<file path="src/rtl/spi_pkg.sv">
// Shared types and constants for the SPI mode-0 controller.
package spi_pkg;

  localparam int SPI_MODE = 0;
  localparam logic CPOL = 1'((SPI_MODE >> 1) & 1);
  localparam int DEFAULT_DATA_W = 8;

  typedef enum logic [2:0] {
    IDLE,
    SETUP,
    SHIFT,
    HOLD,
    BURST_WAIT,
    GAP
  } state_t;

endpackage

</file>
<file path="src/rtl/spi_clk_gen.sv">
// Half-period timer for the SPI controller: ticks every clk_div+1 cycles while
// enabled and owns the SCLK flop so it can be cleared asynchronously by reset.
module spi_clk_gen #(
  parameter int DIV_W = 8
) (
  input  logic             clock,
  input  logic             reset_n,
  input  logic             load,
  input  logic             restart,
  input  logic             enable,
  input  logic             toggle_en,
  input  logic [DIV_W-1:0] div,
  output logic             tick,
  output logic             rise,
  output logic             fall,
  output logic             sclk
);

  logic [DIV_W-1:0] div_q;
  logic [DIV_W-1:0] cnt;

  assign tick = enable && (cnt == '0);
  assign rise = tick && toggle_en && !sclk;
  assign fall = tick && toggle_en && sclk;

  // The divider is captured only on an IDLE accept so a burst keeps one rate.
  always_ff @(posedge clock or negedge reset_n) begin
    if (!reset_n) begin
      div_q <= '0;
      cnt   <= '0;
      sclk  <= 1'b0;
    end else begin
      if (load) begin
        div_q <= div;
        cnt   <= div;
      end else if (restart) begin
        cnt <= div_q;
      end else if (enable) begin
        cnt <= (cnt == '0) ? div_q : cnt - 1'b1;
      end
      if (rise) begin
        sclk <= 1'b1;
      end else if (fall) begin
        sclk <= 1'b0;
      end
    end
  end

endmodule

</file>
<file path="src/rtl/spi_controller.sv">
// SPI mode-0 initiator: turns a command stream into CS/SCLK/PICO frames and
// returns the POCI bits sampled during each frame, with optional CS-low bursts.
module spi_controller
  import spi_pkg::*;
#(
  parameter int DATA_W = DEFAULT_DATA_W,
  parameter int DIV_W  = 8
) (
  input  logic              sys_clock_i,
  input  logic              sys_reset_ni,
  input  logic [DIV_W-1:0]  clk_div_i,
  input  logic              cmd_valid_i,
  output logic              cmd_ready_o,
  input  logic [DATA_W-1:0] cmd_data_i,
  input  logic              cmd_last_i,
  output logic              rsp_valid_o,
  output logic [DATA_W-1:0] rsp_data_o,
  output logic              busy_o,
  output logic              spi_clock_o,
  output logic              spi_cs_o,
  output logic              spi_pico_o,
  input  logic              spi_poci_i
);

  localparam int CNT_W = $clog2(DATA_W + 1);

  state_t            state;
  logic [DATA_W-1:0] tx;
  logic [DATA_W-1:0] rx;
  logic              last;
  logic [CNT_W-1:0]  bit_cnt;
  logic              poci_s1, poci_s2;
  logic              rise_d1, rise_d2;
  logic              tick, rise, fall, sclk;
  logic              accept, load, restart, clk_en, shift_en;

  assign accept   = cmd_valid_i && cmd_ready_o;
  assign load     = accept && (state == IDLE);
  assign restart  = accept && (state == BURST_WAIT);
  assign clk_en   = state inside {SETUP, SHIFT, HOLD, GAP};
  assign shift_en = (state == SHIFT);

  assign spi_clock_o = sclk ^ CPOL;
  assign spi_pico_o  = tx[DATA_W-1];

  spi_clk_gen #(
    .DIV_W(DIV_W)
  ) u_clk_gen (
    .clock    (sys_clock_i),
    .reset_n  (sys_reset_ni),
    .load     (load),
    .restart  (restart),
    .enable   (clk_en),
    .toggle_en(shift_en),
    .div      (clk_div_i),
    .tick     (tick),
    .rise     (rise),
    .fall     (fall),
    .sclk     (sclk)
  );

  // POCI is sampled two cycles after each rising edge, once it has crossed the synchroniser.
  always_ff @(posedge sys_clock_i or negedge sys_reset_ni) begin
    if (!sys_reset_ni) begin
      poci_s1 <= 1'b0;
      poci_s2 <= 1'b0;
      rise_d1 <= 1'b0;
      rise_d2 <= 1'b0;
    end else begin
      poci_s1 <= spi_poci_i;
      poci_s2 <= poci_s1;
      rise_d1 <= rise;
      rise_d2 <= rise_d1;
    end
  end

  always_ff @(posedge sys_clock_i or negedge sys_reset_ni) begin
    if (!sys_reset_ni) begin
      state       <= IDLE;
      tx          <= '0;
      rx          <= '0;
      last        <= 1'b0;
      bit_cnt     <= '0;
      spi_cs_o    <= 1'b1;
      cmd_ready_o <= 1'b0;
      busy_o      <= 1'b0;
      rsp_valid_o <= 1'b0;
      rsp_data_o  <= '0;
    end else begin
      rsp_valid_o <= 1'b0;
      if (rise_d2) begin
        rx <= {rx[DATA_W-2:0], poci_s2};
      end
      case (state)
        IDLE: begin
          cmd_ready_o <= 1'b1;
          if (accept) begin
            tx          <= cmd_data_i;
            last        <= cmd_last_i;
            bit_cnt     <= '0;
            spi_cs_o    <= 1'b0;
            cmd_ready_o <= 1'b0;
            busy_o      <= 1'b1;
            state       <= SETUP;
          end
        end
        SETUP: begin
          if (tick) begin
            state <= SHIFT;
          end
        end
        SHIFT: begin
          if (fall) begin
            if (bit_cnt == CNT_W'(DATA_W - 1)) begin
              state <= HOLD;
            end else begin
              tx      <= {tx[DATA_W-2:0], 1'b0};
              bit_cnt <= bit_cnt + 1'b1;
            end
          end
        end
        HOLD: begin
          if (tick) begin
            rsp_valid_o <= 1'b1;
            rsp_data_o  <= rx;
            if (last) begin
              spi_cs_o <= 1'b1;
              state    <= GAP;
            end else begin
              cmd_ready_o <= 1'b1;
              state       <= BURST_WAIT;
            end
          end
        end
        BURST_WAIT: begin
          if (accept) begin
            tx          <= cmd_data_i;
            last        <= cmd_last_i;
            bit_cnt     <= '0;
            cmd_ready_o <= 1'b0;
            state       <= SETUP;
          end
        end
        GAP: begin
          if (tick) begin
            busy_o      <= 1'b0;
            cmd_ready_o <= 1'b1;
            state       <= IDLE;
          end
        end
        default: begin
          spi_cs_o    <= 1'b1;
          cmd_ready_o <= 1'b0;
          busy_o      <= 1'b0;
          state       <= IDLE;
        end
      endcase
    end
  end

endmodule

</file>
<file path="config.mk">
export PLATFORM = sky130hd
export DESIGN_NAME = spi_controller
export DESIGN_NICKNAME = d
export VERILOG_FILES = /design/src/rtl/spi_pkg.sv /design/src/rtl/spi_clk_gen.sv /design/src/rtl/spi_controller.sv
export SDC_FILE = /design/constraint.sdc
export NUM_CORES = 1
export LEC_CHECK = 0
export BUFFER_PORTS_ARGS = -buffer_cell sky130_fd_sc_hd__buf_2
export CAP_MARGIN = 20
export CORE_ASPECT_RATIO = 1.1
export CORE_MARGIN = 1
export CORE_UTILIZATION = 57
export DETAILED_ROUTE_END_ITERATION = 10
export MAX_ROUTING_LAYER = met4
export PLACE_DENSITY = 0.79
export SYNTH_ARGS = -nofsm -noshare
export SYNTH_HDL_FRONTEND = slang
export SYNTH_SLANG_ARGS = --single-unit
</file>
<file path="constraint.sdc">
create_clock -name sys_clock_i -period 2.2 [get_ports sys_clock_i]
set_input_delay 0.11 -clock sys_clock_i [delete_from_list [all_inputs] [get_ports sys_clock_i]]
set_output_delay 0.11 -clock sys_clock_i [all_outputs]
set_load 0.005 [all_outputs]
</file>
# Word-level counts from Yosys, hierarchy flattened
# Cells that the tools add are included.
dict set report totals {
  register_bits 57
  out_inout_bits 14
  elab_cells 100
}
dict set report classes {
  n_addsub 2
  n_eq_ne 17
  muxes 36
  n_bitwise 3
  n_reduce_logical 25
}
# cell count
set op_table {}
lappend op_table {{$mux W8} 7}
lappend op_table {{$mux W3} 6}
lappend op_table {{$pmux W8 S2} 1}
lappend op_table {{$pmux W3 S5} 1}
lappend op_table {{$mux W1} 14}
lappend op_table {{$ne A2 B2 Y1 const B} 7}
lappend op_table {{$mux W4} 3}
lappend op_table {{$logic_not A8 Y1} 1}
lappend op_table {{$ne A2 B1 Y1 const B} 4}
lappend op_table {{$pmux W4 S2} 1}
lappend op_table {{$reduce_and A4 Y1} 2}
lappend op_table {{$reduce_or A4 Y1} 2}
lappend op_table {{$sub A8 B1 Y8 const B} 1}
lappend op_table {{$logic_and A1 B1 Y1} 7}
lappend op_table {{$eq A3 B2 Y1 const B} 2}
lappend op_table {{$eq A3 B3 Y1 const B} 2}
lappend op_table {{$pmux W1 S3} 2}
lappend op_table {{$reduce_and A6 Y1} 1}
lappend op_table {{$pmux W1 S5} 1}
lappend op_table {{$reduce_and A5 Y1} 1}
lappend op_table {{$add A4 B1 Y4 const B} 1}
lappend op_table {{$eq A4 B3 Y1 const B} 1}
lappend op_table {{$reduce_and A2 Y1} 2}
lappend op_table {{$reduce_bool A2 Y1} 2}
lappend op_table {{other kinds (8)} 11}

# Logic depth before layout (Yosys ltp)
# Gate-level depths: netlist of the first run.
dict set report logic_depth {
  word_depth 7
  depth_mapped 8
}

# By module
# A second synthesis of the first run with hierarchy kept.
dict set report hier_totals {
  hier_cells 267
  area_unflattened_um2 2810.2
}
# mod instances cells_each area_per_inst_um2 seq_area_each_um2
set by_module_without_submodules {}
lappend by_module_without_submodules {spi_controller 1 150 1767.9 1002.2}
lappend by_module_without_submodules {spi_clk_gen 1 117 1042.2 425.4}

# Worst setup path after synthesis of the first run
# No wires, ideal clock.
dict set report synth_timing {
  kind {register -> register}
  start {register u_clk_gen.cnt[0]}
  end {register u_clk_gen.cnt[6]}
  setup_ps 137
  t_arrival_ps 1838
  required_time_ps 2063
  slack_ps 225
  path_stages_with_launch 9
  path_cell_list {dfrtp_1 -> inv_1 -> ha_1 -> nor3b_2 -> and2_2 -> buf_2 -> a21o_1 -> a2111oi_0 -> nor3_1}
}
dict set report synth_between {
  elab_chain_len 5
  elab_cells_between_ends 6
  cone_classes {add/sub (1); mux (4); reduce/logical (1)}
}
# item line
set synth_rtl {}
lappend synth_rtl {{start: declaration} spi_clk_gen.sv:20} ;# logic [DIV_W-1:0] cnt;
lappend synth_rtl {{start signal: assignment} spi_clk_gen.sv:35} ;# cnt <= div;
lappend synth_rtl {{start signal: assignment} spi_clk_gen.sv:37} ;# cnt <= div_q;
lappend synth_rtl {{start signal: assignment} spi_clk_gen.sv:39} ;# cnt <= (cnt == '0) ? div_q : cnt - 1'b1;
lappend synth_rtl {{$sub A8 B1 Y8 or $logic_not A8 Y1 (tied branches)} spi_clk_gen.sv:39}
lappend synth_rtl {{$mux W8 (*)} spi_clk_gen.sv:39}
lappend synth_rtl {{$mux W8 (*)} spi_clk_gen.sv:38} ;# end else if (enable) begin
lappend synth_rtl {{$mux W8 (*)} spi_clk_gen.sv:36} ;# end else if (restart) begin
lappend synth_rtl {{$mux W8 (*)} spi_clk_gen.sv:33} ;# if (load) begin
# Mark *: on every way between the ends. The rest lies on a longest branch, timed or not. The select of a mux whose other input is x is not followed.
# A chain may end at the register's enable or synchronous reset.

# Worst setup path after layout of the first run
dict set report layout_timing {
  start {register u_clk_gen.cnt[1]}
  end {register u_clk_gen.cnt[6]}
}
# Same word-level chain as after synthesis.

==> results of run 1 <==
==> power groups by stage <==
stage	Combinational, mW	Sequential (mW)	Clock (mW)
CTS	0.0564	1.05	1.12
global placement	0.0488	1.07	0
global route	0.0643	1.05	1.17
detailed placement	0.0493	1.07	0
finish	0.0549	1.05	1.09
floorplan	0.00515	1.07	0
==> per-layer routing <==
layer | up-vias | routed length, um | global-route usage [%]
met5 | - | 0 | -
met4 | 0 | 130 | 12.04
met3 | 13 | 345 | 9.242
met2 | 72 | 2908 | 42.81
met1 | 1024 | 2609 | 35.49
li1 | 1025 | - | -
==> timing repair <==
action / CTS / global route
hold buffers: 5 / 0
hold endpoints to repair: 30 / 0
resized for setup: 0 / 0
==> per-stage QoR <==
stage | total power, mW | hold slack (ns) | instance area, sq um | setup slack [ns]
3_5_place_dp | 1.119 | 0.1517 | 3017 | 0.1591
2_1_floorplan | 1.075 | -0.1856 | 2733 | 0.2249
4_1_cts | 2.225 | 0.0007201 | 3294 | 0.1435
3_3_place_gp | 1.118 | 0.1513 | 3017 | 0.2187
6_report | 2.198 | 0.01101 | 3294 | 0.1427
5_1_grt | 2.285 | 0.01810 | 3294 | 0.01175
==> worst max-delay path: stages (launching register included) <==
cell and delay, ns:
dfrtp_1 0.41, inv_1 0.10, ha_1 0.20, nor3b_2 0.17, and2_2 0.26, a21o_1 0.25
a2111oi_0 0.43, nor3_1 0.11
==> worst paths after layout <==
path,to,from,depth (start not counted)
max in group asynchronous,rsp_data_o[7],sys_reset_ni,3
worst min-delay path,tx[2],cmd_data_i[2],3
worst min register to register,rise_d2,rise_d1,0
worst max-delay path,u_clk_gen.cnt[6],u_clk_gen.cnt[1],7
min in group asynchronous,rx[0],sys_reset_ni,2
worst max register to register,u_clk_gen.cnt[6],u_clk_gen.cnt[1],7
==> logic make-up after synthesis <==
kind of cell    share of synthesized area, %
compound gates                         17.63
xor+xnor                               1.282
fa+ha+maj                              1.374
buf+inv                                3.480
flops                                  52.24
mux                                    10.94
simple gates                           13.05
==> sequential cells by signal (all words and copies together) (netlist names), 3 cells and up <==
| register | flops |
|---|---|
| bit_cnt | 4 |
| rsp_data_o | 8 |
| rx | 8 |
| state | 3 |
| tx | 8 |
| u_clk_gen.cnt | 8 |
| u_clk_gen.div_q | 8 |
==> layout make-up <==
cell class / count / area (sq um) / area share, %
Clock buffer: 9 / 123.9 / 3.760
Clock inverter: 7 / 103.9 / 3.152
Inverter: 9 / 33.78 / 1.025
Multi-Input combinational cell: 172 / 1210 / 36.73
Sequential cell: 57 / 1428 / 43.33
Tap cell: 56 / 70.07 / 2.127
Timing Repair Buffer: 53 / 325.3 / 9.875
==> Yosys cell counts (3+ instances only) <==
cell type	count
mux2_2	15
nor2_1	18
a221oi_1	3
a22oi_1	5
o21ai_0	21
nand2b_1	3
ha_1	3
a21o_1	3
dfrtp_1	56
xnor2_1	3
inv_1	9
clkbuf_1	5
a21oi_1	9
nor3_1	6
a31oi_1	6
buf_2	4
nand2_1	21
nand3_1	3
mux2_4	8
==> impl_metrics.toml, run 1 <==
[power]
switching_power_mw = 0.4777
power_density_mw_per_mm2 = 667.2
swShare_pct = 21.73
seqPwrFrac_pct = 47.8
intPower_mw = 1.720
p_clk_share_pct = 49.7
peakVddDrop_mv = 0.4038
power_leakage_nw = 1.627
combPwrFrac_pct = 2.5

[detailed_routing]
drc = 0
ant_nets = 0
drtIter0Drc = 103
drt-vias-per-instance = 5.879
avgRoutedWirePerCell_um = 16.51
num_vias = 2134
firstDrtPassIters = 5
wirelength_um = 5994

[final_layout]
final_common_cell = "dfrtp_1"
stdcell_count = 363
area_growth_syn_to_layout_pct = 20.56
drive_gt1_share_pct = 31.27
postLayoutCoreUtil_pct = 71.32
finalNetCount = 326
nFillCells = 359
final_cell_mix = "56 x dfrtp_1, 34 x buf_2, 21 x nand2_1, 21 x o21ai_0, 18 x nor2_1"
num_antenna_cells = 0

[floorplanning]
die_h_um = 74.62
die_x_um = 68.02
core_region_area_sq_mm = 0.004619
fp.dieArea_sq_mm = 0.005075
start_util_pct = 59.15
rows = 26
ioPinCount = 35

[sta]
fmax_mhz = 486.1
finalSetupTns_ns = 0
hold_violations = 0
relSlewSlack_pct = 59.07
period_needed_ns = 2.057
maxSlewViolCount = 0
skew_ns = 0.005249
period_share_pct = 93.51
rsz0062_at_grt = "false"
tightestPinTransition_ns = 0.6140
finalSetupViolCount = 0

[grt]
grt_pass1_wl_um = 9991
grt_pass1_vias = 2053
grt.overflow.total = 0
grt_antenna_before_repair = 0
grt_max_degree = 30
grt_usage_pct = 28.61

[logic_synthesis]
synth_top_area_cell = "dfrtp_1"
synth-seq-cells = 57
async_reset_ff_share_pct = 100.0
yosys.cell_types.count = 56
ys_seq_area_share_pct = 52.24
synth.avg_cell_area_sq_um = 10.97
syn_nets = 273
synth_warnings = 0
synth_flop_cell = "dfrtp_1"
syn_inst = 249
synth_top_area_share_pct = 51.28
syn_area_sq_mm = 0.002733
synth_edf_count = 0
yosys-top-cells-area = "dfrtp_1 51%, mux2_2 6.2%, mux2_4 4.4%"

[placed_design]
hpwl_um = 4242
numPortBuffers = 34
dp.cells = 342
place_congestion = 0.9549

[clock_tree]
clk_pin_slew_ns = 0.07
cts-root-buf = "clkbuf_8"
cts_tree = "yes"
cts_sinks = 57
clockBufferDepth = 2
cts_setup_buffers = 0
clock_latency_ns = 0.34
htreeDepth = 3
cts_buffers = 9

[worst_setup_path]
end_kind = "flop"
r2r_setup_slack_ns = 0.14
worstSetupPathType = "flop to flop"
critPathRequiredTime_ns = 2.41
path_max_fanout = 8
start_kind = "flop"
arrival_ns = 2.26

[run_status]
status = "complete, no violations"

[worst_hold_path]
hold_class = "primary input to flop"

[run]
maxCapViolCount = 0
Note: power is estimated with default switching activity, not from simulation.
==> inputs of run 2 (changes only) <==
--- a/config.mk
+++ b/config.mk
@@ -8,7 +8,7 @@
 export BUFFER_PORTS_ARGS = -buffer_cell sky130_fd_sc_hd__buf_2
 export CAP_MARGIN = 20
 export CORE_ASPECT_RATIO = 1.1
-export CORE_MARGIN = 1
+export CORE_MARGIN = 2
 export CORE_UTILIZATION = 57
 export DETAILED_ROUTE_END_ITERATION = 10
 export MAX_ROUTING_LAYER = met4
==> impl_metrics.toml, run 2 (synthesized netlist as in run 1, its figures left out) <==
[run]
maxCapViolCount = 0

[final_layout]
area_growth_syn_to_layout_pct = 19.14
final_cell_mix = "56 x dfrtp_1, 34 x buf_2, 21 x nand2_1, 21 x o21ai_0, 18 x nor2_1"
num_antenna_cells = 0
drive_gt1_share_pct = 30.92
final_common_cell = "dfrtp_1"
finalNetCount = 323

[sta]
period_share_pct = 94.17
tightestPinTransition_ns = 0.5596
fmax_mhz = 482.7
maxSlewViolCount = 0
hold_violations = 0
timing.final.ws_setup_ns = 0.1283
period_needed_ns = 2.072
skew_ns = 0.007270
finalSetupTns_ns = 0
fin_hold_ws_ns = 0.01312
finalSetupViolCount = 0
rsz0062_at_grt = "false"
relSlewSlack_pct = 62.69

[grt]
grt.met2_usage_pct = 37.14
busiest_layer = "met2"
grt_usage_pct = 24.84
use_met3_pct = 7.672
grt_max_degree = 58
grt_pass1_vias = 2189
grt_pass1_wl_um = 10140
grt_antenna_before_repair = 0
grt.overflow.total = 0
gr-usage-met1_pct = 31.84

[detailed_routing]
drc = 0
ant_nets = 0
wirelength_um = 5631
num_vias = 2088
drt-vias-per-instance = 5.800
firstDrtPassIters = 4
drtIter0Drc = 121
avgRoutedWirePerCell_um = 15.64

[floorplanning]
fp.dieArea_sq_mm = 0.005365
start_util_pct = 59.15
core_region_area_sq_mm = 0.004619
die_h_um = 76.62
ioPinCount = 35
die_x_um = 70.02
rows = 26

[clock_tree]
cts_buffers = 9
clk_pin_slew_ns = 0.06
htreeDepth = 3
cts_setup_buffers = 0
cts-root-buf = "clkbuf_8"
cts_sinks = 57
clock_latency_ns = 0.33
cts_tree = "yes"
clockBufferDepth = 2

[worst_setup_path]
start_kind = "flop"
max_stage_delay_ns = 0.44
slowest_stage = "a2111oi_0"
arrival_ns = 2.27
path_buf_inv = 1
r2r_setup_slack_ns = 0.13
path_max_fanout = 8
cpLargestDelayFamily = "compound AO/OA/AOI/OAI gates"
end_kind = "flop"
critPathRequiredTime_ns = 2.40
worstSetupPathType = "flop to flop"
cp_cell_sequence = "inv_1 > ha_1 > nor3b_2 > and2_2 > a21o_1 > a2111oi_0 > nor3_1"
worstSetupStartpoint = "u_clk_gen.cnt[1]"
rr_startpoint = "u_clk_gen.cnt[1]"

[power]
power_leakage_nw = 1.602
peakVddDrop_mv = 0.6051
power_density_mw_per_mm2 = 629.1
total_power_mw = 2.048

[worst_hold_path]
hold_start = "clk_div_i[7]"
hold_class = "primary input to flop"

[placed_design]
hpwl_um = 4059
place_congestion = 0.9482
pre_cts_slack_ns = 0.07534
numPortBuffers = 34

[run_status]
status = "complete, no violations"
run 2: final cells by class:
cell class | instances | area, sq um
clock inverters | 5 | 55.05
repair buffers | 50 | 312.8
multi-input cells | 172 | 1215
inverters | 9 | 33.78
flip-flops and latches | 57 | 1428
clock buffers | 11 | 141.4
well taps | 56 | 70.07
fillers | 356 | 1364
run 2: repair_timing:
item	CTS	global route
gates resized for setup	0	1
setup endpoints to repair	0	8
hold buffers	4	0
hold endpoints to repair	59	0
run 2: path summary, 6_finish.rpt:
kind / to / cells after the start
worst max-delay path: u_clk_gen.cnt[6] / 7
worst min-delay path: u_clk_gen.div_q[7] / 3
worst max register to register: u_clk_gen.cnt[6] / 7
worst min register to register: rise_d2 / 0
max in group asynchronous: spi_cs_o / 3
min in group asynchronous: rsp_data_o[1] / 3
run 2: report_power, final:
group          switching (mW)  total (mW)  internal (mW)
Combinational          0.0323      0.0552         0.0229
Sequential           0.000488        1.05           1.05
Clock                   0.393       0.942          0.549
run 2: worst min-delay path, stage by stage:
cell and delay [ns]:
buf_2 0.07, nand2_1 0.06, nand2_1 0.06
run 2: stage by stage:
stage / instances / util [%] / area [sq um]
2_1_floorplan: 249 / - / 2733
3_3_place_gp: 340 / 65.25 / 3014
3_5_place_dp: 340 / 65.25 / 3014
4_1_cts: 360 / 70.37 / 3251
5_1_grt: 360 / 70.48 / 3256
6_report: 360 / 70.48 / 3256
run 2: layer usage:
metal | wire [um] | vias to the layer above
li1 | - | 1014
met1 | 2585 | 1002
met2 | 2676 | 60
met3 | 264 | 12
met4 | 104 | 0
met5 | 0 | -
==> inputs of run 3 (changes only) <==
--- a/config.mk
+++ b/config.mk
@@ -9,10 +9,10 @@
 export CAP_MARGIN = 20
 export CORE_ASPECT_RATIO = 1.1
 export CORE_MARGIN = 2
-export CORE_UTILIZATION = 57
+export CORE_UTILIZATION = 61
 export DETAILED_ROUTE_END_ITERATION = 10
 export MAX_ROUTING_LAYER = met4
-export PLACE_DENSITY = 0.79
+export PLACE_DENSITY = 0.83
 export SYNTH_ARGS = -nofsm -noshare
 export SYNTH_HDL_FRONTEND = slang
 export SYNTH_SLANG_ARGS = --single-unit
==> constraint.sdc (replaced) <==
create_clock -name sys_clock_i -period 2.7 [get_ports sys_clock_i]
set_input_delay 0.135 -clock sys_clock_i [delete_from_list [all_inputs] [get_ports sys_clock_i]]
set_output_delay 0.135 -clock sys_clock_i [all_outputs]
set_load 0.005 [all_outputs]
==> impl_metrics.toml, run 3 (synthesized netlist as in run 1, its figures left out) <==
[sta]
period_needed_ns = 2.270
period_share_pct = 84.07
maxSlewViolCount = 0
timing.final.ws_setup_ns = 0.4302
finalSetupTns_ns = 0
hold_violations = 0
skew_ns = 0.008675
finalSetupViolCount = 0
tightestPinTransition_ns = 0.7919
fin_hold_ws_ns = 0.01669
rsz0062_at_grt = "false"
relSlewSlack_pct = 47.21
fmax_mhz = 440.6

[grt]
grt_max_degree = 38
grt_antenna_before_repair = 0
grt.overflow.total = 0
grt_usage_pct = 27.58
grt_pass1_wl_um = 9818
grt_pass1_vias = 2076

[worst_setup_path]
rr_startpoint = "u_clk_gen.cnt[0]"
max_stage_delay_ns = 0.63
worstSetupStartpoint = "u_clk_gen.cnt[0]"
cp_cell_sequence = "inv_1 > ha_1 > nor3b_2 > nand2_2 > or3_1 > mux2_4"
rr_worst_depth = 6
arrival_ns = 2.49
worstSetupPathType = "flop to flop"
critPathRequiredTime_ns = 2.92
path_max_fanout = 10
end_kind = "flop"
slowest_stage = "or3_1"
start_kind = "flop"

[power]
intPower_mw = 1.561
swShare_pct = 18.92
peakVddDrop_mv = 0.3790
power_leakage_nw = 1.588
combPwrFrac_pct = 2.2
seqPwrFrac_pct = 44.5
p_clk_share_pct = 53.3
switching_power_mw = 0.3643
power_density_mw_per_mm2 = 595.6

[worst_hold_path]
hold_class = "primary input to flop"
hold_start = "cmd_data_i[0]"
whs_path_depth = 2

[clock_tree]
cts_sinks = 57
clk_pin_slew_ns = 0.06
htreeDepth = 3
cts_buffers = 9
cts_tree = "yes"
hold_buffers = 3
cts_setup_buffers = 0
clock_latency_ns = 0.34
clockBufferDepth = 2
cts_resized = 0
cts-root-buf = "clkbuf_8"

[detailed_routing]
avgRoutedWirePerCell_um = 16.99
drc = 0
drt-vias-per-instance = 6.140
ant_nets = 0
num_vias = 2143
drtIter0Drc = 239
wirelength_um = 5930
firstDrtPassIters = 5

[floorplanning]
die_x_um = 67.82
ioPinCount = 35
rows = 25
core_region_area_sq_mm = 0.004317
start_util_pct = 63.30
die_h_um = 74.20
fp.dieArea_sq_mm = 0.005032

[final_layout]
final_common_cell = "dfrtp_1"
drive_gt1_share_pct = 29.15
final_cell_mix = "56 x dfrtp_1, 34 x buf_2, 21 x nand2_1, 21 x o21ai_0, 18 x nor2_1"
nFillCells = 287
num_antenna_cells = 0
finalNetCount = 314
postLayoutCoreUtil_pct = 74.87
area_growth_syn_to_layout_pct = 18.27

[run]
maxCapViolCount = 0

[placed_design]
numPortBuffers = 34
pre_cts_slack_ns = 0.4545
place_congestion = 0.9105
hpwl_um = 4053

[run_status]
status = "complete, no violations"
[run 3: changes by cell type in the layout (fill, tap and decap cells not counted), sizes merged]
| cell | before | now |
|---|---|---|
| bufinv | 1 | 3 |
| clkbuf | 11 | 12 |
| clkinvlp | 2 | 1 |
| clkinv | 2 | 0 |
| dlygate4sd3 | 4 | 3 |
| buf | 46 | 38 |
[run 3: final timing paths]
| check | endpoint | slack (ns) |
|---|---|---|
| min in group asynchronous | rsp_data_o[2] | 0.41 |
| max reg2reg | rsp_data_o[7] | 0.43 |
| min | tx[0] | 0.02 |
| min reg2reg | rise_d2 | 0.36 |
| max in group asynchronous | spi_cs_o | 1.55 |
| max | rsp_data_o[7] | 0.43 |
[run 3: power by group through the flow]
stage	Combinational, mW	Sequential, mW	Clock, mW
final	0.0431	0.856	1.03
after global routing	0.0498	0.855	1.08
after CTS	0.0438	0.856	1.03
after detailed placement	0.0401	0.872	0
after global placement	0.0396	0.872	0
after floorplan	0.00420	0.872	0
[run 3: critical path: cells and delay by family, from the launching register on]
family / cells / cell delay [ns]
mux: 1 / 0.38
buf+inv: 1 / 0.11
simple gates: 3 / 1.06
fa+ha+maj: 1 / 0.17
flops: 1 / 0.44
[run 3: metal layers]
layer  vias to the layer above  wire [um]  track usage, %  part of all wire (%)
met2                        92       2871           41.83                    48
met5                         -          0               -                     0
met1                      1029       2518           34.33                    42
li1                        999          -               -                     -
met4                         0        167           14.22                   2.8
met3                        23        373           6.657                   6.3
[run 3: layout make-up]
class	instances	area [sq um]	share of cell area [%]
flip-flops and latches	57	1428	44.17
clock buffers	12	165.2	5.110
repair buffers	41	230.2	7.124
inverters	9	33.78	1.045
clock inverters	4	97.59	3.020
multi-input cells	172	1210	37.44
well taps	54	67.56	2.091
[run 3: per-stage QoR]
| step | instances | area (sq um) | power (mW) |
|---|---|---|---|
| final | 349 | 3232 | 1.925 |
| after global routing | 349 | 3232 | 1.984 |
| after CTS | 349 | 3232 | 1.933 |
| after detailed placement | 330 | 2939 | 0.9119 |
| after global placement | 330 | 2939 | 0.9112 |
| after floorplan | 249 | 2733 | 0.8760 |
